### src/rtl/keypad_pkg.sv
`default_nettype none
// ============================================================================
// Module      : keypad_pkg
// Description : Shared types and helpers for the 4x4 keypad scanner:
//               FSM state encoding, enter-key codes and the row/column
//               to key-code map.
// Revision    : 1.0 - initial release
// ============================================================================
package keypad_pkg;

  typedef enum logic [1:0] {
    ST_SCAN     = 2'd0,
    ST_DEBOUNCE = 2'd1,
    ST_HELD     = 2'd2
  } keypad_state_e;

  // '*' selects operand 2, '#' selects operand 1 in the entry stage
  localparam logic [3:0] KEY_STAR = 4'd14;
  localparam logic [3:0] KEY_HASH = 4'd15;

  // Physical position to key code
  function automatic logic [3:0] keymap(input logic [1:0] row, input logic [1:0] col);
    logic [3:0] code;
    code = 4'd0;
    case ({row, col})
      4'b00_00: code = 4'd1;
      4'b00_01: code = 4'd2;
      4'b00_10: code = 4'd3;
      4'b00_11: code = 4'd10;
      4'b01_00: code = 4'd4;
      4'b01_01: code = 4'd5;
      4'b01_10: code = 4'd6;
      4'b01_11: code = 4'd11;
      4'b10_00: code = 4'd7;
      4'b10_01: code = 4'd8;
      4'b10_10: code = 4'd9;
      4'b10_11: code = 4'd12;
      4'b11_00: code = KEY_STAR;
      4'b11_01: code = 4'd0;
      4'b11_10: code = KEY_HASH;
      4'b11_11: code = 4'd13;
      default:  code = 4'd0;
    endcase
    return code;
  endfunction

endpackage
`default_nettype wire

### src/rtl/keypad_sync.sv
`default_nettype none
// ============================================================================
// Module      : keypad_sync
// Description : 4-bit two-flop synchronizer for the asynchronous keypad rows.
//               Resets to all-ones (rows idle high, i.e. no key).
// Revision    : 1.0 - initial release
// ============================================================================
module keypad_sync (
  input  logic       clk,
  input  logic       rst,
  input  logic [3:0] i_async,
  output logic [3:0] o_sync
);

  logic [3:0] r_meta;
  logic [3:0] r_sync;

  // Two register stages before the rows are used by any logic
  always_ff @(posedge clk) begin
    if (rst) begin
      r_meta <= 4'hF;
      r_sync <= 4'hF;
    end else begin
      r_meta <= i_async;
      r_sync <= r_meta;
    end
  end

  assign o_sync = r_sync;

endmodule
`default_nettype wire

### src/rtl/keypad_scan.sv
`default_nettype none
// ============================================================================
// Module      : keypad_scan
// Description : 4x4 matrix keypad scanner and debouncer. Drives one column
//               low at a time, samples the synchronized rows once per column
//               period, rejects bounce and multi-key ghosting and delivers
//               one key code plus a one-cycle strobe per accepted press.
//               Optional feature macro: KEYPAD_AUTOREPEAT_EN (held-key
//               auto-repeat strobes every REPEAT_SAMPLES samples).
// Revision    : 1.0 - initial release
// ============================================================================
module keypad_scan
  import keypad_pkg::*;
#(
  parameter int SCAN_DIV         = 1000,
  parameter int DEBOUNCE_SAMPLES = 4,
  parameter int REPEAT_SAMPLES   = 200
) (
  input  logic        clk,
  input  logic        rst,
  input  logic [3:0]  row_n,
  output logic [3:0]  col_n,
  output logic [3:0]  key,
  output logic [31:0] number,
  output logic [1:0]  pressed
);

  localparam int DW = $clog2(SCAN_DIV);
  localparam int CW = $clog2(DEBOUNCE_SAMPLES + 1);

  localparam logic [1:0] S_SCAN     = 2'(ST_SCAN);
  localparam logic [1:0] S_DEBOUNCE = 2'(ST_DEBOUNCE);
  localparam logic [1:0] S_HELD     = 2'(ST_HELD);

  // Elaboration-time guard on the legal parameter ranges
  if (SCAN_DIV < 4 || DEBOUNCE_SAMPLES < 1 || REPEAT_SAMPLES < 1) begin : g_bad_param
    $error("keypad_scan: illegal parameter value");
  end

  logic [3:0]    w_row_sync;
  logic [3:0]    w_row_low;
  logic          w_single;
  logic [1:0]    w_row_idx;
  logic [3:0]    w_code;
  logic          w_tick;

  logic [DW-1:0] r_div;
  logic [1:0]    r_col;
  logic [1:0]    r_state;
  logic [3:0]    r_cand;
  logic [CW-1:0] r_match;
  logic [CW-1:0] r_release;
  logic [3:0]    r_key;
  logic          r_strobe;
  logic          r_down;
`ifdef KEYPAD_AUTOREPEAT_EN
  localparam int RW = $clog2(REPEAT_SAMPLES + 1);
  logic [RW-1:0] r_repeat;
`endif

  keypad_sync u_sync (
    .clk     (clk),
    .rst     (rst),
    .i_async (row_n),
    .o_sync  (w_row_sync)
  );

  assign w_row_low = ~w_row_sync;
  // Exactly one row low; two or more low is a ghost and counts as no key
  assign w_single  = (w_row_low != 4'd0) && ((w_row_low & (w_row_low - 4'd1)) == 4'd0);
  assign w_code    = keymap(w_row_idx, r_col);
  assign w_tick    = (r_div == DW'(SCAN_DIV - 1));

  // Index of the low row (only meaningful when w_single)
  always_comb begin
    w_row_idx = 2'd0;
    if (w_row_low[3])      w_row_idx = 2'd3;
    else if (w_row_low[2]) w_row_idx = 2'd2;
    else if (w_row_low[1]) w_row_idx = 2'd1;
  end

  // Free-running sample divider, never stalls in any state
  always_ff @(posedge clk) begin
    if (rst) r_div <= '0;
    else     r_div <= w_tick ? '0 : r_div + 1'b1;
  end

  // Scan / debounce / held state machine, evaluated once per sample tick
  always_ff @(posedge clk) begin
    if (rst) begin
      r_col     <= 2'd0;
      r_state   <= S_SCAN;
      r_cand    <= 4'd0;
      r_match   <= '0;
      r_release <= '0;
      r_key     <= 4'd0;
      r_strobe  <= 1'b0;
      r_down    <= 1'b0;
`ifdef KEYPAD_AUTOREPEAT_EN
      r_repeat  <= '0;
`endif
    end else begin
      r_strobe <= 1'b0;
      if (w_tick) begin
        case (r_state)
          S_SCAN: begin
            if (w_single) begin
              r_cand  <= w_code;
              r_match <= CW'(1);
              if (DEBOUNCE_SAMPLES == 1) begin
                r_key     <= w_code;
                r_strobe  <= 1'b1;
                r_down    <= 1'b1;
                r_release <= '0;
                r_state   <= S_HELD;
`ifdef KEYPAD_AUTOREPEAT_EN
                r_repeat  <= '0;
`endif
              end else begin
                r_state <= S_DEBOUNCE;
              end
            end else begin
              r_col <= r_col + 2'd1;
            end
          end
          S_DEBOUNCE: begin
            if (w_single && (w_code == r_cand)) begin
              if (r_match + 1'b1 == CW'(DEBOUNCE_SAMPLES)) begin
                r_key     <= r_cand;
                r_strobe  <= 1'b1;
                r_down    <= 1'b1;
                r_release <= '0;
                r_state   <= S_HELD;
`ifdef KEYPAD_AUTOREPEAT_EN
                r_repeat  <= '0;
`endif
              end else begin
                r_match <= r_match + 1'b1;
              end
            end else begin
              r_state <= S_SCAN;
              r_col   <= r_col + 2'd1;
            end
          end
          S_HELD: begin
            if (w_single) begin
              // Any key in this column, even a different one, keeps the hold alive
              r_release <= '0;
`ifdef KEYPAD_AUTOREPEAT_EN
              if (r_repeat + 1'b1 == RW'(REPEAT_SAMPLES)) begin
                r_strobe <= 1'b1;
                r_repeat <= '0;
              end else begin
                r_repeat <= r_repeat + 1'b1;
              end
`endif
            end else begin
`ifdef KEYPAD_AUTOREPEAT_EN
              r_repeat <= '0;
`endif
              if (r_release + 1'b1 == CW'(DEBOUNCE_SAMPLES)) begin
                r_release <= '0;
                r_down    <= 1'b0;
                r_state   <= S_SCAN;
                r_col     <= r_col + 2'd1;
              end else begin
                r_release <= r_release + 1'b1;
              end
            end
          end
          default: r_state <= S_SCAN;
        endcase
      end
    end
  end

  assign col_n   = ~(4'b0001 << r_col);
  assign key     = r_key;
  assign number  = {28'd0, r_key};
  assign pressed = {r_strobe, r_down};

endmodule
`default_nettype wire

### config.mk
export PLATFORM = sky130hd
export DESIGN_NAME = keypad_scan
export DESIGN_NICKNAME = d
export VERILOG_FILES = /design/src/rtl/keypad_pkg.sv /design/src/rtl/keypad_sync.sv /design/src/rtl/keypad_scan.sv
export SDC_FILE = /design/constraint.sdc
export NUM_CORES = 1
export LEC_CHECK = 0
export CELL_PAD_IN_SITES_DETAIL_PLACEMENT = 1
export CELL_PAD_IN_SITES_GLOBAL_PLACEMENT = 2
export CORE_MARGIN = 1
export CORE_UTILIZATION = 29
export CTS_BUF_LIST = sky130_fd_sc_hd__clkbuf_8
export DETAILED_ROUTE_END_ITERATION = 6
export PLACE_DENSITY = 0.77
export SLEW_MARGIN = 10
export SYNTH_ARGS = -nofsm -noshare
export SYNTH_HDL_FRONTEND = slang
export SYNTH_SLANG_ARGS = --single-unit
### constraint.sdc
create_clock -name clk -period 2.4 [get_ports clk]
set_input_delay 0.48 -clock clk [delete_from_list [all_inputs] [get_ports clk]]
set_output_delay 0.48 -clock clk [all_outputs]
set_load 0.05 [all_outputs]
## Yosys cells after proc, flatten, opt, wreduce, memory -nomap -nowiden

Memories as Yosys holds them, arrays and structs flattened.
Cells that the tools add are included.

- Memories kept: 1
- Bits in registers: 38
- Memory bits (read-only): 64
- Logic and storage cells: 85

Memories:

| name | depth | bits a word | read ports | clocked after Yosys merged registers in | write ports | line | RTL |
|---|---|---|---|---|---|---|---|
| (no name shown) | 16 | 4 | 1 | 0 | 0 | keypad_pkg.sv:25 | `case ({row, col})` |

- Equal/unequal tests: 15
- $add $sub $neg: 5
- Shift operators: 1
- Bitwise logic cells: 6
- Reduce and logical (&&, ||, !) cells: 17
- Mux-type cells: 29

Operators by type and width:

| cell | number |
|---|---|
| 2-to-1 mux 2 bit | 11 |
| 2-to-1 mux 3 bit | 7 |
| inequality test 2 bit (second input constant) | 8 |
| one-hot mux 2 bit (3 select lines) | 2 |
| one-hot mux 3 bit (2 select lines) | 2 |
| AND reduction 6 bit | 2 |
| adder 10 x 1 -> 10 bit (second input constant) | 1 |
| equality test 10 bit (second input constant) | 1 |
| AND reduction 5 bit | 2 |
| NOT 4 bit | 2 |
| AND reduction 4 bit | 2 |
| adder 3 x 1 -> 3 bit (second input constant) | 2 |
| equality test 3 bit (second input constant) | 2 |
| 2-to-1 mux 1 bit | 6 |
| AND 4 bit | 1 |
| equality test 4 bit | 1 |
| logical NOT 4 bit | 1 |
| nonzero test 2 bit | 2 |
| nonzero test 4 bit | 1 |
| OR reduction 4 bit | 1 |
| << shifter 1 x 2 -> 4 bit (first input constant) | 1 |
| subtractor 4 x 1 -> 4 bit (second input constant) | 1 |
| inequality test 3 bit (second input constant) | 1 |
| NOT 1 bit | 3 |
| other kinds (9) | 10 |

## Depth between registers and ports, before layout

Gate-level depths: netlist (run 1).
An unclocked memory read counts as a cell.

- Depth after elaboration: 9
- Gate-level depth with buffers: 9

## Hierarchy

From an unflattened synthesis (run 1), not the netlist that was laid out.

- Cells, all modules: 256
- Area total of the unflattened synthesis: 2255.9 um^2

By module, submodules not included:

| module | cells an instance | sequential area each (um^2) | area an instance (um^2) | times used |
|---|---|---|---|---|
| keypad_scan | 240 | 600.6 | 2045.7 | 1 |
| keypad_sync | 16 | 160.2 | 210.2 | 1 |

## Least setup slack after synthesis (run 1)

OpenSTA, ideal clock, no wires.

- Path kind: register to register
- Start point: register r_col[0]
- End point: register r_col[0]
- Cell stages (with the launch flop): 10
- Data arrival time: 2279 ps
- Required time: 2279 ps
- Setup time: 121 ps
- Path slack: 0 ps
- Path through: dfxtp_1 -> inv_1 -> ha_1 -> o21ai_0 -> o221a_2 -> a311oi_2 -> and4_1 -> buf_2 -> a21oi_1 -> mux2_2

- Word-level cells in the longest chain between the ends: 5

Ends and longest elaborated chain:

| element | line | RTL |
|---|---|---|
| from (decl) | keypad_scan.sv:48 | `logic [1:0] r_col;` |
| from (signal assigned) | keypad_scan.sv:123 | `r_col <= r_col + 2'd1;` |
| from (signal assigned) | keypad_scan.sv:142 | `r_col <= r_col + 2'd1;` |
| from (signal assigned) | keypad_scan.sv:165 | `r_col <= r_col + 2'd1;` |
| memory (16 x 4 bit) | -- |  |
| equality test 4 bit | keypad_scan.sv:127 | `if (w_single && (w_code == r_cand)) begin` |
| logical AND 1 bit | keypad_scan.sv:127 |  |
| inequality test 2 bit (no line) | -- |  |
| AND reduction 6 bit (no line) | -- |  |

Parallel ways exist; a longest one is shown, timed or not. The select of a mux whose other input is x is not followed.
A chain may end at the register's enable or synchronous reset.

## Worst setup path after layout (run 1)

- Start point: register r_col[0]
- End point: output col_n[3]

- Word-level cells in the longest chain between the ends: 2

Ends and longest elaborated chain:

| element | line | RTL |
|---|---|---|
| << shifter 1 x 2 -> 4 bit | keypad_scan.sv:177 | `assign col_n = ~(4'b0001 << r_col);` |
| NOT 4 bit | keypad_scan.sv:177 |  |
| to (decl) | keypad_scan.sv:22 | `output logic [3:0] col_n,` |

No other way between the ends.

==> results of run 1 <==
-- registers in the layout, indices dropped and copies added, names as in the netlist, 3 cells and up --
register,cells
r_release,3
u_sync.r_meta,4
u_sync.o_sync,4
r_match,3
key,4
r_div,10
r_cand,4
-- how the worst max path moves through the flow --
stage                     startpoint          to  slack [ns]
detailed placement          r_col[1]    r_col[0]      -0.005
global placement            r_col[1]    r_col[0]        0.01
global route                r_col[0]  r_match[0]       -0.02
floorplan                   r_col[0]    r_col[0]        0.09
CTS                 u_sync.o_sync[2]  r_match[0]        0.01
finish                      r_col[0]    col_n[3]        0.08
-- what timing repair did --
item                                    4_1_cts  5_1_grt
gates resized for setup                       1       10
hold buffers                                  0        0
endpoints found under the setup margin        1       16
pin swaps                                     0        5
-- power by group through the flow --
| stage | clock network, mW | logic [mW] | registers (mW) |
|---|---|---|---|
| after floorplan | 0 | 0.216 | 0.677 |
| after global placement | 0 | 0.204 | 0.683 |
| after detailed placement | 0 | 0.208 | 0.684 |
| after CTS | 0.702 | 0.209 | 0.669 |
| after global routing | 0.730 | 0.227 | 0.674 |
| final | 0.681 | 0.209 | 0.670 |
-- cell usage after synthesis (2+ instances only) --
master,number
dfxtp_1,38
buf_4,34
nor2_1,19
inv_1,15
nand2_1,15
ha_1,12
o21ai_0,11
nand3_1,10
a21oi_1,9
or2_2,9
clkbuf_1,6
xnor2_1,6
nand4_1,5
xor2_1,5
nand2b_1,4
nor3_1,4
o211ai_1,4
a21oi_2,3
a31oi_1,3
mux2i_1,3
o32ai_1,3
a2111oi_4,2
and2_1,2
and2b_2,2
and3_1,2
buf_2,2
buf_6,2
nor2b_1,2
nor3b_1,2
or3_1,2
-- routing by layer --
metal,track usage,share of wire,wire [um]
met5,0,0,0
met4,0.0352,0.011,54
met3,0.0249,0.028,143
met2,0.203,0.46,2340
met1,0.171,0.50,2550
-- through the flow --
stage          instance area, um^2  worst slack, ns  hold WS, ns  cells
2_1_floorplan                 2460           0.0925        0.389    294
3_3_place_gp                  2590           0.0147        0.393    387
3_5_place_dp                  2590         -0.00479        0.395    387
4_1_cts                       2740           0.0125        0.415    395
5_1_grt                       2770          -0.0163        0.424    395
6_report                      2770           0.0810        0.413    395
-- cell type report --
| type | instances | area (um^2) |
|---|---|---|
| clock buffer | 6 | 82.6 |
| tap | 102 | 128 |
| fill | 931 | 5040 |
| clock inverter | 2 | 60.1 |
| timing repair buffer | 35 | 308 |
| multi-input combinational | 197 | 1370 |
| inverter | 15 | 56.3 |
| sequential | 38 | 766 |
-- worst reg2reg max path, cell delays in order (launching register included) --
cell and delay [ns]:
dfxtp_2 0.33, buf_4 0.16, ha_1 0.22, and2b_2 0.23, o2bb2ai_1 0.14, a311oi_2 0.32
nand4_2 0.20, a2111oi_4 0.39, o221a_1 0.23
-- logic make-up after synthesis --
family                     share of synthesized area
and+or+nand+nor                                0.222
DFF                                            0.322
xor gates and xnor gates                      0.0477
adders and majority gates                     0.0636
buffers and inverters                          0.155
AOI/OAI and AO/OA                              0.161
muxes                                         0.0270
other                                        0.00159
==> impl_metrics.toml, run 1 <==
[detailed_routing]
route.detailed.vias_per_inst = 4.66
avg_wl_per_cell_um = 12.9
drt_first_pass_iters = 4
remaining_number_of_nets_flagged_by_the_antenna_check_after_routing = 0
finalWirelength_mm = 5.08
route.detailed.drc = 0
vias = 1842
drt_first_iter_violations = 33

[pwr]
power.net_switching_uw = 412
leakagePower_nw = 1.06
total_power_mw = 1.56
clock_power_share = 0.436
netSwitchingFraction = 0.264
peakVddDrop_mv = 0.269
power.combinational.fraction = 0.134
p_int_mw = 1.15
p_seq_frac = 0.429
power-per-cell-area_nw_per_um2 = 563

[worst_hold_path]
timing.hold.worst.start = "u_sync.r_meta[0]"
worstHoldPathCells = 1
timing.hold.worst_endpoint = "u_sync.o_sync[0]"
hold_path_class = "reg -> reg"

[clocking]
source_to_sink_clock_delay_at_the_later_pin_of_the_worst_skew_pair_ns = 0.29
post-cts-setup-buffer-count = 0
maximum_buffer_depth_of_the_clock_tree = 2
clock_slew_at_reported_path_ffs_ns = 0.08
cts-buffers-inserted = 5
clock-sinks = 38
cts_htree_levels = 2
cts.root.buffer_cell = "clkbuf_8"
cts_tree = "done"

[critical_path]
worst_path_dominant_cell_family = "buffers and inverters"
path_class = "reg -> out"
critical_path.n_buffers_inverters = 3
worst-endpoint-arrival_ns = 1.84
slack_of_the_worst_reg_to_reg_path_ns = 0.14
worst-path-stages = 4
r2r-end = "r_match[0]"
max_stage_delay_ns = 0.79
path_cells = "buf_4 > ha_1 > inv_1 > clkdlybuf4s50_1"
worst_r2r_path_depth = 8
crit_path_max_fanout = 9
timing.critical_path.slowest_stage_cell = "clkdlybuf4s50_1"
worst_r2r_startpoint = "r_col[0]"
crit_path_end_kind = "output pin"
critical_path.startpoint_type = "register"
worst-endpoint-required_ns = 1.92

[global_route]
grt_start_max_net_pins = 15
groute.usage.overall = 0.126
overflow = 0
antenna_found_initial = 0
grt_pass1_wl_mm = 8.63
first_global_vias = 1745

[timing]
timing_worst_slew_pin_value_ns = 0.499
tns_ns = 0
finalHoldViolCount = 0
maxSlewViolCount = 0
relSlewSlack = 0.667
final.period_utilization = 0.966
achievable-frequency_ghz = 0.431
finalCriticalPeriod_ns = 2.32
final.setup_skew_ns = 0.00448
setup_viol = 0

[layout]
num-nets-final = 310
antenna_cells_inserted = 0
area.growth.synth_to_final_pct = 17.3
commonest_non_fill_non_tap_cells_in_the_layout = "dfxtp_1 (34), conb_1 (28), nor2_1 (19)"
post_route_cells_drive_above_1_share = 0.222
mostFrequentLayoutCell = "dfxtp_1"
fin_util = 0.355

[synthesis]
synth_seq_area_share = 0.322
ys.flop_type = "dfxtp_1"
ys_seq_elements = 38
library_cell_with_the_largest_summed_area_after_synthesis = "dfxtp_1"
post_synth_edffs = 0
netlist_top_cells_area = "dfxtp_1 (32%), buf_4 (11%), ha_1 (6.4%)"
post_synth_inst_count = 267
synth_top_area_frac = 0.322
ys_async_sr_fraction = 0
ys_types = 61
synth-warning-count = 0
synthesis.area_um2 = 2360
syn_area_per_cell_um2 = 8.85

[job]
drv.max_cap_violation_count = 0

[placement]
gp_congestion = 0.743
place_hpwl_mm = 3.78
buffer_ports.inserted = 19

[floorplanning]
boundaryPins = 48
die-width_um = 92.3
initial_utilization = 0.303
die_height_um = 92.3
core_area_um2 = 7810
core.rowCount = 32
dieArea_um2 = 8510

[status]
run_status = "complete, no violations"
Power figures use the tool's default switching activity.
==> run 2: changes to the inputs <==
--- a/config.mk
+++ b/config.mk
@@ -7,6 +7,7 @@
 export LEC_CHECK = 0
 export CELL_PAD_IN_SITES_DETAIL_PLACEMENT = 1
 export CELL_PAD_IN_SITES_GLOBAL_PLACEMENT = 2
+export CORE_ASPECT_RATIO = 0.7
 export CORE_MARGIN = 1
 export CORE_UTILIZATION = 29
 export CTS_BUF_LIST = sky130_fd_sc_hd__clkbuf_8
==> run 2 against run 1 <==
Clock skew grew 0.0013 ns. Utilization shrank 0.34 points. Clock power shrank 3%. Setup slack lost 0.010 ns. Critical path type is now reg -> reg. Highest routed layer unchanged.
==> impl_metrics.toml, run 2 (same netlist as run 1, synthesis figures left out) <==
[detailed_routing]
drt_first_pass_iters = 4
vias = 1843
route.detailed.vias_per_inst = 4.68
avg_wl_per_cell_um = 13.7
finalWirelength_mm = 5.39
route.detailed.drc = 0
drt_first_iter_violations = 51
remaining_number_of_nets_flagged_by_the_antenna_check_after_routing = 0

[critical_path]
worst_path_dominant_cell_family = "compound AO/OA/AOI/OAI gates"
path_class = "reg -> reg"
crit_path_end_kind = "register"
timing.critical_path.slowest_stage_cell = "a2111oi_4"
critical_path.n_buffers_inverters = 1
worst-endpoint-required_ns = 2.64
crit_path_max_fanout = 5
critical_path.startpoint_type = "register"
worst-endpoint-arrival_ns = 2.57
path_cells = "inv_2 > ha_4 > o21ai_0 > o221a_2 > a311oi_2 > nand4_2 > a2111oi_4 > o221a_1"
max_stage_delay_ns = 0.47

[global_route]
grt_start_max_net_pins = 18
antenna_found_initial = 0
grt_pass1_wl_mm = 8.97
first_global_vias = 1762
groute.usage.overall = 0.136
overflow = 0

[layout]
fin_area_um2 = 2770
fin_util = 0.351
registers.top_by_ff_count = "r_div"
area.growth.synth_to_final_pct = 17.1
commonest_non_fill_non_tap_cells_in_the_layout = "dfxtp_1 (34), conb_1 (28), nor2_1 (19)"
mostFrequentLayoutCell = "dfxtp_1"
antenna_cells_inserted = 0
post_route_cells_drive_above_1_share = 0.229
fillCellCount = 924
largest_register_ff_count = 10
num-nets-final = 310

[placement]
detailed_place.area_um2 = 2590
place_hpwl_mm = 4.18
buffer_ports.inserted = 19
placement.setup.worst_slack_ns = -0.0874
gp_congestion = 0.744

[status]
run_status = "complete, no violations"

[clocking]
clock-sinks = 38
clock_slew_at_reported_path_ffs_ns = 0.08
maximum_buffer_depth_of_the_clock_tree = 2
cts_htree_levels = 2
post-cts-setup-buffer-count = 0
cts.root.buffer_cell = "clkbuf_8"
source_to_sink_clock_delay_at_the_later_pin_of_the_worst_skew_pair_ns = 0.29
cts-buffers-inserted = 5
cts_tree = "done"
ctsHoldBuffers = 0

[timing]
finalCriticalPeriod_ns = 2.33
maxSlewViolCount = 0
timing_worst_slew_pin_value_ns = 0.509
tns_ns = 0
final.setup_skew_ns = 0.00581
setup_viol = 0
final.period_utilization = 0.971
finalHoldViolCount = 0
worst_slack_ns = 0.0707
relSlewSlack = 0.660
achievable-frequency_ghz = 0.429

[floorplanning]
die_height_um = 77.5
die-width_um = 110
initial_utilization = 0.300
core_area_um2 = 7870
core.rowCount = 27
boundaryPins = 48
dieArea_um2 = 8520

[pwr]
power-per-cell-area_nw_per_um2 = 558
peakVddDrop_mv = 0.211
leakagePower_nw = 1.05

[job]
drv.max_cap_violation_count = 0

[worst_hold_path]
hold_path_class = "reg -> reg"
[run 2: cell count changes in the layout (fill, tap and decap cells not counted)]
cell	previous run	this run
clkbuf_8	6	5
a21oi_1	9	8
and4_2	0	1
buf_4	17	18
dlymetal6s2s_1	0	1
a21oi_2	3	4
clkdlybuf4s50_1	18	16
and4_4	1	0
clkinv_4	0	1
[run 2: repair_timing]
item	CTS	global route
endpoints found under the setup margin	3	17
pin swaps	1	4
gates resized for setup	1	11
[run 2: worst paths after layout]
| kind | from | end | slack (ns) | depth (start not counted) |
|---|---|---|---|---|
| setup / recovery | r_col[1] | r_match[0] | 0.07 | 8 |
| hold reg to reg | u_sync.r_meta[2] | u_sync.o_sync[2] | 0.41 | 1 |
| setup reg to reg | r_col[1] | r_match[0] | 0.07 | 8 |
| hold / removal | u_sync.r_meta[2] | u_sync.o_sync[2] | 0.41 | 1 |
[run 2: layout make-up]
class | count | area, um^2 | area share
sequential | 38 | 766 | 0.277
clock inverter | 3 | 68.8 | 0.0249
tap | 101 | 126 | 0.0457
clock buffer | 5 | 68.8 | 0.0249
timing repair buffer | 35 | 308 | 0.111
multi-input combinational | 197 | 1370 | 0.496
inverter | 15 | 56.3 | 0.0204
[run 2: through the flow]
| step | std cells | power, mW | hold slack (ns) |
|---|---|---|---|
| after global routing | 394 | 1.62 | 0.432 |
| final | 394 | 1.54 | 0.414 |
| after floorplan | 294 | 0.894 | 0.389 |
| after detailed placement | 386 | 0.895 | 0.396 |
| after CTS | 394 | 1.57 | 0.416 |
| after global placement | 386 | 0.889 | 0.395 |
[run 2: power by group]
part,switching (mW),leakage (nW),internal (mW)
registers,0.0207,0.309,0.650
clock network,0.244,0.0683,0.417
logic,0.156,0.673,0.0551
[run 2: layer usage]
layer / share of wire / vias to the layer above / track usage / wire (um)
met1: 0.53 / 884 / 0.205 / 2840
met4: 0.0039 / 0 / 0.0373 / 21
met3: 0.035 / 3 / 0.0227 / 191
li1: - / 915 / - / -
met5: 0 / - / 0 / 0
met2: 0.43 / 41 / 0.195 / 2340
